File: src/rtl/fetch_aligner.sv
// Fetch aligner: word reads into a halfword queue, one aligned 16/32-bit instruction per handshake; rsp cycle M -> InstValid M+1.
// Backpressure: decode stalls via InstReady; fetch holds MemReqValid low while fewer than two queue slots are free.
module fetch_aligner #(
  parameter logic [31:0] RESET_PC = 32'h0000_0000,
  parameter int          QDEPTH   = 4
) (
  input  logic        clk,
  input  logic        rst,
  output logic        MemReqValid,
  input  logic        MemReqReady,
  output logic [31:0] MemReqAddr,
  input  logic        MemRspValid,
  input  logic [31:0] MemRspData,
  input  logic        Redirect,
  input  logic [31:0] RedirectAddr,
  output logic        InstValid,
  input  logic        InstReady,
  output logic [31:0] InstOut,
  output logic [31:0] InstAddr,
  output logic        InstCompressed
);
  localparam int CW = $clog2(QDEPTH + 1);
  localparam int QW = 16 * QDEPTH;

  typedef enum logic [1:0] {FETCH, WAIT, DRAIN} stateT;

  stateT         state, stateNext;
  logic [QW-1:0] qData, qShift, pushVec, pushMask, qNext;
  logic [CW-1:0] count, countNext, base;
  logic [31:0]   fetchAddr;
  logic          skipLow;
  logic [15:0]   hw0, hw1;
  logic          isComp, reqFire, pop, outstanding;
  logic [1:0]    popN, pushN;

  assign MemReqAddr = fetchAddr;

  always_comb begin
    hw0            = qData[15:0];
    hw1            = qData[31:16];
    isComp         = hw0[1:0] != 2'b11;
    InstValid      = (count != '0 && isComp) || (count >= CW'(2));
    InstCompressed = isComp;
    InstOut        = isComp ? {16'h0000, hw0} : {hw1, hw0};
    reqFire        = MemReqValid && MemReqReady;
    pop            = InstValid && InstReady && !Redirect;
    popN           = !pop ? 2'd0 : (isComp ? 2'd1 : 2'd2);
    pushN          = (state == WAIT && MemRspValid && !Redirect) ? (skipLow ? 2'd1 : 2'd2) : 2'd0;

    // Queue is a shift register: head at bit 0, new halfwords land right after the survivors.
    base     = count - CW'(popN);
    qShift   = qData >> {popN, 4'b0000};
    pushVec  = QW'(skipLow ? {16'h0000, MemRspData[31:16]} : MemRspData) << {base, 4'b0000};
    pushMask = QW'(skipLow ? 32'h0000_ffff : 32'hffff_ffff) << {base, 4'b0000};
    if (pushN == 2'd0) begin
      pushVec  = '0;
      pushMask = '0;
    end
    qNext     = (qShift & ~pushMask) | pushVec;
    countNext = base + CW'(pushN);

    stateNext   = state;
    outstanding = 1'b0;
    case (state)
      FETCH: begin
        if (reqFire) stateNext = WAIT;
        outstanding = reqFire;
      end
      WAIT: begin
        if (MemRspValid) stateNext = FETCH;
        outstanding = !MemRspValid;
      end
      DRAIN: begin
        if (MemRspValid) stateNext = FETCH;
        outstanding = !MemRspValid;
      end
      default: stateNext = FETCH;
    endcase

    // A request still in flight must have its response swallowed before refetching.
    if (Redirect) begin
      stateNext = outstanding ? DRAIN : FETCH;
      countNext = '0;
    end
  end

  always_ff @(posedge clk or negedge rst) begin
    if (!rst) begin
      state       <= FETCH;
      qData       <= '0;
      count       <= '0;
      fetchAddr   <= RESET_PC & ~32'd3;
      skipLow     <= RESET_PC[1];
      InstAddr    <= RESET_PC & ~32'd1;
      MemReqValid <= 1'b0;
    end else begin
      state       <= stateNext;
      qData       <= qNext;
      count       <= countNext;
      MemReqValid <= (stateNext == FETCH) && (countNext <= CW'(QDEPTH - 2));
      if (Redirect) begin
        fetchAddr <= RedirectAddr & ~32'd3;
        skipLow   <= RedirectAddr[1];
        InstAddr  <= RedirectAddr & ~32'd1;
      end else begin
        if (reqFire) fetchAddr <= fetchAddr + 32'd4;
        if (pushN != 2'd0) skipLow <= 1'b0;
        if (pop) InstAddr <= InstAddr + (isComp ? 32'd2 : 32'd4);
      end
    end
  end
endmodule
File: config.mk
export PLATFORM = sky130hd
export DESIGN_NAME = fetch_aligner
export DESIGN_NICKNAME = d
export VERILOG_FILES = /design/src/rtl/fetch_aligner.sv
export SDC_FILE = /design/constraint.sdc
export NUM_CORES = 1
export LEC_CHECK = 0
export BUFFER_PORTS_ARGS = -buffer_cell sky130_fd_sc_hd__clkbuf_2
export CELL_PAD_IN_SITES_DETAIL_PLACEMENT = 0
export CELL_PAD_IN_SITES_GLOBAL_PLACEMENT = 2
export CORE_ASPECT_RATIO = 1.5
export CORE_MARGIN = 4
export CORE_UTILIZATION = 36
export CTS_CLUSTER_SIZE = 8
export DETAILED_ROUTE_END_ITERATION = 6
export PLACE_DENSITY = 0.86
export SYNTH_ARGS = -nofsm -noshare
export SYNTH_HDL_FRONTEND = slang
export SYNTH_SLANG_ARGS = --single-unit
File: constraint.sdc
create_clock -name clk -period 5.77 [get_ports clk]
set_input_delay 0.577 -clock clk [delete_from_list [all_inputs] [get_ports clk]]
set_output_delay 0.577 -clock clk [all_outputs]
set_load 0.05 [all_outputs]
==> results.sh, run 1 <==
export IMPL_status="finished, final reports clean"
export IMPL_hold_slack_ns=0.202
export IMPL_grt_use_total=0.216
export IMPL_core_area_um2=23700
export IMPL_setup_viol=0
export IMPL_synthTopCellsByCount="dfrtp_1 (132), nor2_1 (96), nand2_1 (84)"
export IMPL_finalInstanceArea_um2=10100
export IMPL_floorplan_initialDensity=0.364
export IMPL_synth_compound_area_frac=0.212
export IMPL_period_needed_ns=4.34
export IMPL_rsz0062_at_grt="no"
export IMPL_ctsResizeCount=0
export IMPL_synthSimpleGateAreaFrac=0.256
export IMPL_synth_fa_ha_area_frac=0.0186
export IMPL_clockBufferDepth=2
export IMPL_p_switching_mw=1.75
export IMPL_detailedPlace_worstSlack_ns=1.44
export IMPL_cts_tree="done"
export IMPL_dr_pass1_iters=5
export IMPL_die_h_um=197
export IMPL_critPathLaunchType="flip-flop"
export IMPL_yosys_warnings=0
export IMPL_vdd_drop_max_mv=0.193
export IMPL_syn_to_final_growth_pct=16.8
export IMPL_pwr_share_comb=0.379
export IMPL_dieArea_um2=26500
export IMPL_wl_mm=28.7
export IMPL_total_leakage_power_nw=4.44
export IMPL_row_count=69
export IMPL_intPower_mw=2.39
export IMPL_ys_flop_type="dfrtp_1"
export IMPL_grt_pass1_vias=8001
export IMPL_grt_max_degree=90
export IMPL_num_io_pins=169
export IMPL_tns_ns=0
export IMPL_cts_reportedPaths_clkPinSlew_ns=0.06
export IMPL_final_nets=1162
export IMPL_antenna_cells=0
export IMPL_synth_edff_count=0
export IMPL_critical_path_class="flip-flop to flip-flop"
export IMPL_synthTopCellsByArea="dfrtp_1 (38%), mux2i_1 (4.2%), nor2_1 (4.2%)"
export IMPL_worstSetupEndpointType="flip-flop"
export IMPL_swShare=0.422
export IMPL_antenna_found_initial=0
export IMPL_fill_cells=2468
export IMPL_clock_sinks=132
export IMPL_cp_required_ns=6.01
export IMPL_cts_root_buf="clkbuf_16"
export IMPL_p_per_area_nw_per_um2=411
export IMPL_p_total_mw=4.14
export IMPL_synth_largest_area_cell="dfrtp_1"
export IMPL_drc_errors=0
export IMPL_fmax_mhz=231
export IMPL_synthXorXnorAreaFrac=0.0163
export IMPL_netlist_area_um2=8620
export IMPL_synthMuxAreaShare=0.0444
export IMPL_portBuffers=164
export IMPL_worst_pin_slew_ns=1.07
export IMPL_synthMostInstantiatedCell="dfrtp_1"
export IMPL_pwr_share_clk=0.276
export IMPL_finalMaxSlewViolations=0
export IMPL_synth_top_area_share=0.383
export IMPL_placed_area_um2=9460
export IMPL_slew_headroom=0.286
export IMPL_ant_nets=0
export IMPL_routed_via_density=5.82
export IMPL_cp_max_fo=28
export IMPL_yosysSeqAreaShare=0.383
export IMPL_overflow=0
export IMPL_worst_slack_ns=1.43
export IMPL_drv_cap=0
export IMPL_async_flop_share=1.00
export IMPL_ys_ff_latch=132
export IMPL_hpwl_mm=19.6
export IMPL_numCtsBuffers=17
export IMPL_skew_ns=0.0117
export IMPL_cts_setup_buffers=0
export IMPL_gp_congestion=0.796
export IMPL_drive_gt1_frac=0.229
export IMPL_seqPwrFrac=0.345
export IMPL_clock_latency_ns=0.43
export IMPL_syn_area_per_cell_um2=8.85
export IMPL_htree_levels=4
export IMPL_grt_pass1_wl_mm=45.3
export IMPL_syn_inst=974
export IMPL_ys_types=68
export IMPL_hold_class="primary input to asynchronous set/reset pin"
export IMPL_cts_hold_fix_buffers=0
export IMPL_vias=8221
export IMPL_synth_top_family_by_area="simple AND/OR/NAND/NOR gates"
export IMPL_arrival_ns=4.58
export IMPL_drt_iter0_markers=477
export IMPL_fin_crit_sh=0.751
export IMPL_routedWlPerCell_um=20.3
export IMPL_hold_viol=0
export IMPL_dieWidth_um=134
==> routing by layer <==
| layer | wire, um | track usage | share of wire |
|---|---|---|---|
| met3 | 1450 | 0.0415 | 0.051 |
| met1 | 11700 | 0.265 | 0.41 |
| met2 | 15000 | 0.385 | 0.52 |
| met5 | 0 | 0 | 0 |
| met4 | 456 | 0.0619 | 0.016 |
==> layout by cell type, fill, tap and decap left out, types with 15 or more instances in the layout <==
cell and count:
a21oi_1 32, a22oi_1 16, a2bb2oi_1 16, a31o_2 15, a31oi_1 24, and3_1 42
buf_4 20, clkbuf_16 17, clkbuf_2 163, dfrtp_1 131, mux2i_1 36, nand2_1 84
nand2b_1 20, nand3_1 35, nand4_1 23, nor2_1 96, nor3_1 26, nor4_1 29
o2bb2ai_1 15, o31ai_1 18, o32ai_1 31, or4_1 15
==> final cells by class <==
cell class	count	area [um2]	area share
repair buffers	184	977	0.0970
clock buffers	20	457	0.0454
clock inverters	12	155	0.0154
multi-input cells	731	4720	0.469
flip-flops and latches	132	3300	0.328
well taps	319	399	0.0396
inverters	15	56.3	0.00559
==> worst max-delay path, cell delays in order (launching register included) <==
cell and delay, ns:
dfrtp_1 0.85, and2_1 0.24, buf_4 0.32, clkinv_1 0.14, o2111ai_1 0.15, inv_1 0.08, ha_1 0.18, inv_1 0.07
fa_1 0.48, inv_1 0.16, nand3_1 0.67, a21oi_1 0.35, buf_4 0.30, o32ai_1 0.15
==> cells by family after synthesis <==
family	Yosys count
AND/OR/NAND/NOR	421
AO/OA/AOI/OAI	242
flip-flops	132
buffers and inverters	113
multiplexers	38
XOR/XNOR	16
adder cells (fa/ha/maj)	11
other	1
==> worst paths after layout <==
check                           startpoint     endpoint  slack, ns  depth (start not counted)
max                               qData[0]    qData[27]       1.43                         13
min reg2reg                      qData[56]    qData[56]       0.52                          1
min                                    rst     qData[3]       0.20                          1
max in group asynchronous              rst      skipLow       4.34                          2
max reg2reg                       qData[0]    qData[27]       1.43                         13
min in group clk           RedirectAddr[5]  InstAddr[5]       0.41                          2
==> registers in the layout, indices dropped and copies added (netlist names) <==
name and cells:
InstAddr 31, qData 64, MemReqValid 1, MemReqAddr 30
skipLow 1, count 3, state 2
==> stage by stage <==
step           utilization  instances
3_5_place_dp         0.400       1381
4_1_cts              0.426       1413
5_1_grt              0.426       1413
6_report             0.426       1413
3_3_place_gp         0.400       1381
2_1_floorplan            -        976
==> power by group through the flow <==
stage | Combinational (mW) | Clock, mW | Sequential (mW)
after floorplan | 1.15 | 0 | 1.51
after global placement | 1.57 | 0 | 1.43
after detailed placement | 1.58 | 0 | 1.44
after CTS | 1.58 | 1.16 | 1.42
after global routing | 1.71 | 1.21 | 1.46
final | 1.57 | 1.14 | 1.43
Power figures use the tool's default switching activity.
==> run 2: changes to the inputs <==
- ABC_AREA: unset -> 1
- CORE_UTILIZATION: 36 -> 31
- PLACE_DENSITY: 0.86 -> 0.82
- clock period: 5.77 -> 4.1 ns (I/O delays scaled with it)
==> results.sh, run 2 <==
export IMPL_status="finished, final reports clean"
export IMPL_ys_types=43
export IMPL_grt_pass1_vias=8721
export IMPL_cts_hold_fix_buffers=0
export IMPL_portBuffers=164
export IMPL_hold_viol=0
export IMPL_cp_required_ns=4.47
export IMPL_finalInstanceArea_um2=10600
export IMPL_num_io_pins=169
export IMPL_synth_top_area_share=0.366
export IMPL_worst_r2r_cell_count=13
export IMPL_htree_levels=4
export IMPL_met1_length_mm=13.1
export IMPL_p_per_area_nw_per_um2=593
export IMPL_clock_latency_ns=0.45
export IMPL_worst_pin_slew_ns=0.946
export IMPL_synthTopCellsByArea="dfrtp_1 (37%), nand2_1 (19%), inv_1 (6.5%)"
export IMPL_wl_mm=33.1
export IMPL_numCtsBuffers=17
export IMPL_clockBufferDepth=2
export IMPL_fmax_mhz=271
export IMPL_clock_sinks=132
export IMPL_ys_flop_type="dfrtp_1"
export IMPL_tns_ns=0
export IMPL_rsz0062_at_grt="no"
export IMPL_drc_errors=0
export IMPL_row_count=76
export IMPL_syn_to_final_growth_pct=17.7
export IMPL_ys_ff_latch=132
export IMPL_grt_use_total=0.209
export IMPL_core_area_um2=28700
export IMPL_grt_max_degree=80
export IMPL_largest_reg_flops=64
export IMPL_routedWlPerCell_um=17.7
export IMPL_fin_crit_sh=0.899
export IMPL_regMostFlops="qData"
export IMPL_met2WireLength_mm=17.5
export IMPL_syn_area_per_cell_um2=6.70
export IMPL_antenna_cells=0
export IMPL_finalMaxSlewViolations=0
export IMPL_floorplan_initialDensity=0.314
export IMPL_vias=8939
export IMPL_cts_setup_buffers=0
export IMPL_overflow=0
export IMPL_mostFrequentLayoutCell="nand2_1"
export IMPL_gp_congestion=0.850
export IMPL_route_met3_wl_mm=1.43
export IMPL_drv_cap=0
export IMPL_hold_slack_ns=0.0318
export IMPL_grt_pass1_wl_mm=51.1
export IMPL_cts_reportedPaths_clkPinSlew_ns=0.07
export IMPL_worstSetupEndpointType="flip-flop"
export IMPL_ctsResizeCount=0
export IMPL_setup_viol=0
export IMPL_synthTopCellsByCount="nand2_1 (453), inv_1 (157), dfrtp_1 (132)"
export IMPL_slew_headroom=0.367
export IMPL_vdd_drop_max_mv=0.284
export IMPL_hpwl_mm=24.6
export IMPL_synth_largest_area_cell="dfrtp_1"
export IMPL_yosys_warnings=0
export IMPL_dieWidth_um=147
export IMPL_dieArea_um2=31900
export IMPL_highest_signal_layer="met4"
export IMPL_reg2reg_slack_ns=0.42
export IMPL_cts_tree="done"
export IMPL_arrival_ns=4.06
export IMPL_yosysSeqAreaShare=0.366
export IMPL_placed_area_um2=9990
export IMPL_synth_edff_count=0
export IMPL_routed_via_density=4.78
export IMPL_hold_class="primary input to asynchronous set/reset pin"
export IMPL_netlist_area_um2=9020
export IMPL_period_needed_ns=3.68
export IMPL_total_leakage_power_nw=5.32
export IMPL_synthMostInstantiatedCell="nand2_1"
export IMPL_drt_iter0_markers=486
export IMPL_die_h_um=217
export IMPL_drive_gt1_frac=0.170
export IMPL_async_flop_share=1.00
export IMPL_fill_cells=3184
export IMPL_critical_path_class="flip-flop to flip-flop"
export IMPL_antenna_found_initial=0
export IMPL_r2r_start="qData[0]"
export IMPL_critPathLaunchType="flip-flop"
export IMPL_final_nets=1552
export IMPL_cts_root_buf="clkbuf_16"
export IMPL_cp_max_fo=20
export IMPL_mostFrequentLayoutCells="nand2_1 (453), clkbuf_2 (163), inv_1 (157)"
export IMPL_dr_pass1_iters=5
export IMPL_skew_ns=0.0128
export IMPL_ant_nets=0
export IMPL_syn_inst=1346
export IMPL_r2r_end="qData[14]"
[run 2: cell types whose count changed in the layout (fill, tap and decap cells not counted), sizes merged, moves of 20 or more]
cell and delta:
mux2i -36, o21ai +128, nor4 -29, nand3 +83, nand2b -20, o32ai -31
inv +150, nor2 +23, nand2 +377, a31oi -20, and3 -44
[run 2: layer usage]
layer  vias to the layer above  GRT usage
li1                       4484          -
met1                      4140      0.237
met2                       261      0.388
met3                        54     0.0290
met4                         0     0.0920
met5                         -          0
[run 2: cells by family after synthesis]
family,after synthesis,synth area share
adder cells (fa/ha/maj),11,0.0178
other,1,0.000416
XOR/XNOR,24,0.0233
flip-flops,132,0.366
buffers and inverters,238,0.120
AND/OR/NAND/NOR,745,0.351
AO/OA/AOI/OAI,195,0.121
[run 2: critical path, cell delays in order, from the launching register on]
cell,delay (ns)
dfrtp_1,0.41
nand2_4,0.27
nand2_1,0.11
nand2_2,0.12
nand3_4,0.20
inv_4,0.12
nand2_4,0.18
fa_1,0.87
inv_1,0.25
nand2_4,0.32
inv_4,0.19
nand2_4,0.28
nand3_1,0.13
o21ai_1,0.13
[run 2: cell type report]
type | count | area [um2] | share of cell area
multi-input combinational | 978 | 4640 | 0.438
clock buffer | 20 | 457 | 0.0431
sequential | 132 | 3300 | 0.311
timing repair buffer | 176 | 930 | 0.0876
clock inverter | 10 | 156 | 0.0147
tap | 390 | 488 | 0.0460
inverter | 166 | 631 | 0.0594
[run 2: worst max path at each step]
stage | to | cells past startpoint | from | slack, ns
detailed placement | qData[14] | 13 | qData[0] | 0.34
CTS | qData[14] | 13 | qData[0] | 0.33
finish | qData[14] | 13 | qData[0] | 0.42
global route | qData[14] | 13 | qData[0] | 0.13
floorplan | MemReqValid | 16 | qData[0] | 0.93
global placement | qData[13] | 13 | qData[0] | 0.40
[run 2: report_power, final]
group / leakage (nW) / switching, mW / internal (mW)
sequential: 1.63 / 0.324 / 1.67
clock: 0.301 / 0.604 / 1.04
combinational: 3.39 / 1.96 / 0.704
total: 5.32 / 2.89 / 3.41
[run 2: stage by stage]
stage / total power [mW] / setup WS [ns] / utilization / cells
floorplan: 4.06 / 0.929 / - / 1348
global placement: 4.68 / 0.403 / 0.348 / 1842
detailed placement: 4.71 / 0.345 / 0.348 / 1842
CTS: 6.37 / 0.327 / 0.369 / 1872
global route: 6.70 / 0.132 / 0.369 / 1872
finish: 6.29 / 0.416 / 0.369 / 1872
==> run 3: changes to the inputs <==
- BUFFER_PORTS_ARGS: -buffer_cell sky130_fd_sc_hd__clkbuf_2 -> unset
- CORE_UTILIZATION: 31 -> 35
- DONT_BUFFER_PORTS: unset -> 1
- PLACE_DENSITY: 0.82 -> 0.8
==> results.sh, run 3 (synthesized netlist as in run 2, its figures left out) <==
export IMPL_tns_ns=0
export IMPL_num_io_pins=169
export IMPL_vias=8387
export IMPL_multiInputGateArea_um2=4640
export IMPL_drc_errors=0
export IMPL_critical_path_class="flip-flop to flip-flop"
export IMPL_status="finished with violations"
export IMPL_routed_via_density=5.09
export IMPL_htree_levels=4
export IMPL_drv_cap=0
export IMPL_ctsResizeCount=0
export IMPL_drive_gt1_frac=0.0674
export IMPL_worst_r2r_cell_count=14
export IMPL_ant_nets=0
export IMPL_cp_max_fo=20
export IMPL_dr_pass1_iters=6
export IMPL_vdd_drop_max_mv=0.319
export IMPL_die_h_um=205
export IMPL_critPathLaunchType="flip-flop"
export IMPL_grt_use_total=0.225
export IMPL_arrival_ns=4.22
export IMPL_cts_tree="done"
export IMPL_r2r_end="qData[15]"
export IMPL_floorplan_initialDensity=0.357
export IMPL_largest_reg_flops=64
export IMPL_setup_viol=0
export IMPL_numCtsBuffers=17
export IMPL_cts_reportedPaths_clkPinSlew_ns=0.06
export IMPL_antenna_found_initial=0
export IMPL_clock_sinks=132
export IMPL_clockBufferDepth=2
export IMPL_total_leakage_power_nw=4.60
export IMPL_p_per_area_nw_per_um2=612
export IMPL_portBuffers=0
export IMPL_slew_headroom=0.376
export IMPL_clock_latency_ns=0.43
export IMPL_gp_congestion=0.854
export IMPL_syn_to_final_growth_pct=7.27
export IMPL_skew_ns=0.0175
export IMPL_row_count=71
export IMPL_mostFrequentLayoutCells="nand2_1 (453), inv_1 (157), dfrtp_1 (132)"
export IMPL_dieWidth_um=139
export IMPL_routedWlPerCell_um=19.6
export IMPL_hold_class="primary input to asynchronous set/reset pin"
export IMPL_overflow=0
export IMPL_hpwl_mm=23.7
export IMPL_fin_crit_sh=0.947
export IMPL_rsz0062_at_grt="no"
export IMPL_hold_viol=12
export IMPL_worstSetupEndpointType="flip-flop"
export IMPL_fill_cells=2776
export IMPL_register_area_um2=3300
export IMPL_hold_slack_ns=-0.0737
export IMPL_period_needed_ns=3.88
export IMPL_antenna_cells=0
export IMPL_cts_root_buf="clkbuf_16"
export IMPL_wl_mm=32.2
export IMPL_cp_required_ns=4.44
export IMPL_fmax_mhz=258
export IMPL_grt_pass1_wl_mm=49.0
export IMPL_violations="hold timing"
export IMPL_worst_pin_slew_ns=0.932
export IMPL_finalMaxSlewViolations=0
export IMPL_mostFrequentLayoutCell="nand2_1"
export IMPL_dieArea_um2=28400
export IMPL_final_nets=1389
export IMPL_grt_max_degree=133
export IMPL_reg2reg_slack_ns=0.22
export IMPL_regMostFlops="qData"
export IMPL_drt_iter0_markers=530
export IMPL_r2r_start="qData[1]"
export IMPL_grt_pass1_vias=8168
export IMPL_core_area_um2=25200
[run 3: cell types whose count changed in the layout (fill, tap and decap cells not counted), moves of 2 or more]
cell	delta
clkbuf_2	-163
bufinv_16	-3
clkinvlp_4	+3
clkbuf_1	+2
clkbuf_8	+2
[run 3: how the worst max path moves through the flow]
stage                  start     endpoint  slack [ns]  cells past startpoint
finish              qData[1]    qData[15]        0.22                     14
global route        qData[1]     qData[4]        0.04                     14
CTS                 qData[1]    qData[15]        0.17                     14
detailed placement  qData[1]     qData[4]        0.20                     14
global placement    qData[1]  MemReqValid        0.21                     14
floorplan           qData[0]  MemReqValid        0.93                     16
[run 3: worst max-delay path, stage by stage, from the launching register on]
cell	delay (ns)
dfrtp_1	0.60
nand2_4	0.16
nand2_1	0.07
nand2_2	0.30
nand3_4	0.27
inv_4	0.12
nand2_4	0.18
fa_1	0.58
buf_4	0.27
inv_1	0.19
nand2_4	0.31
inv_4	0.19
nand2_4	0.27
nand3_1	0.12
o21ai_1	0.16
[run 3: metrics by stage]
stage	util	std cells	worst slack [ns]	power [mW]	instance area (um2)
floorplan	-	1348	0.929	4.06	9020
global placement	0.360	1616	0.213	4.41	9080
detailed placement	0.360	1616	0.205	4.43	9080
CTS	0.383	1649	0.172	5.98	9670
global route	0.383	1649	0.0437	6.28	9670
finish	0.383	1649	0.219	5.92	9670
[run 3: report_power, final]
part / total, mW / switching [mW] / internal [mW]
combinational: 1.71 / 1.17 / 0.541
clock: 1.51 / 0.615 / 0.896
sequential: 2.69 / 1.04 / 1.65
total: 5.92 / 2.83 / 3.09
[run 3: layer usage]
layer,part of all wire,vias to the layer above,GRT usage
li1,-,4156,-
met1,0.39,3918,0.255
met2,0.51,262,0.408
met3,0.061,51,0.0488
met4,0.038,0,0.0948
met5,0,-,0
[run 3: area by class of cell]
| cell class | count | share of cell area |
|---|---|---|
| clock buffers | 24 | 0.0508 |
| well taps | 328 | 0.0424 |
| flip-flops and latches | 132 | 0.342 |
| clock inverters | 8 | 0.00776 |
| inverters | 166 | 0.0652 |
| repair buffers | 13 | 0.0122 |
| multi-input cells | 978 | 0.480 |
[run 3: what timing repair did]
action,4_1_cts,5_1_grt
endpoints found under the hold margin,132,0
buffers inserted,0,0
hold buffers,1,0
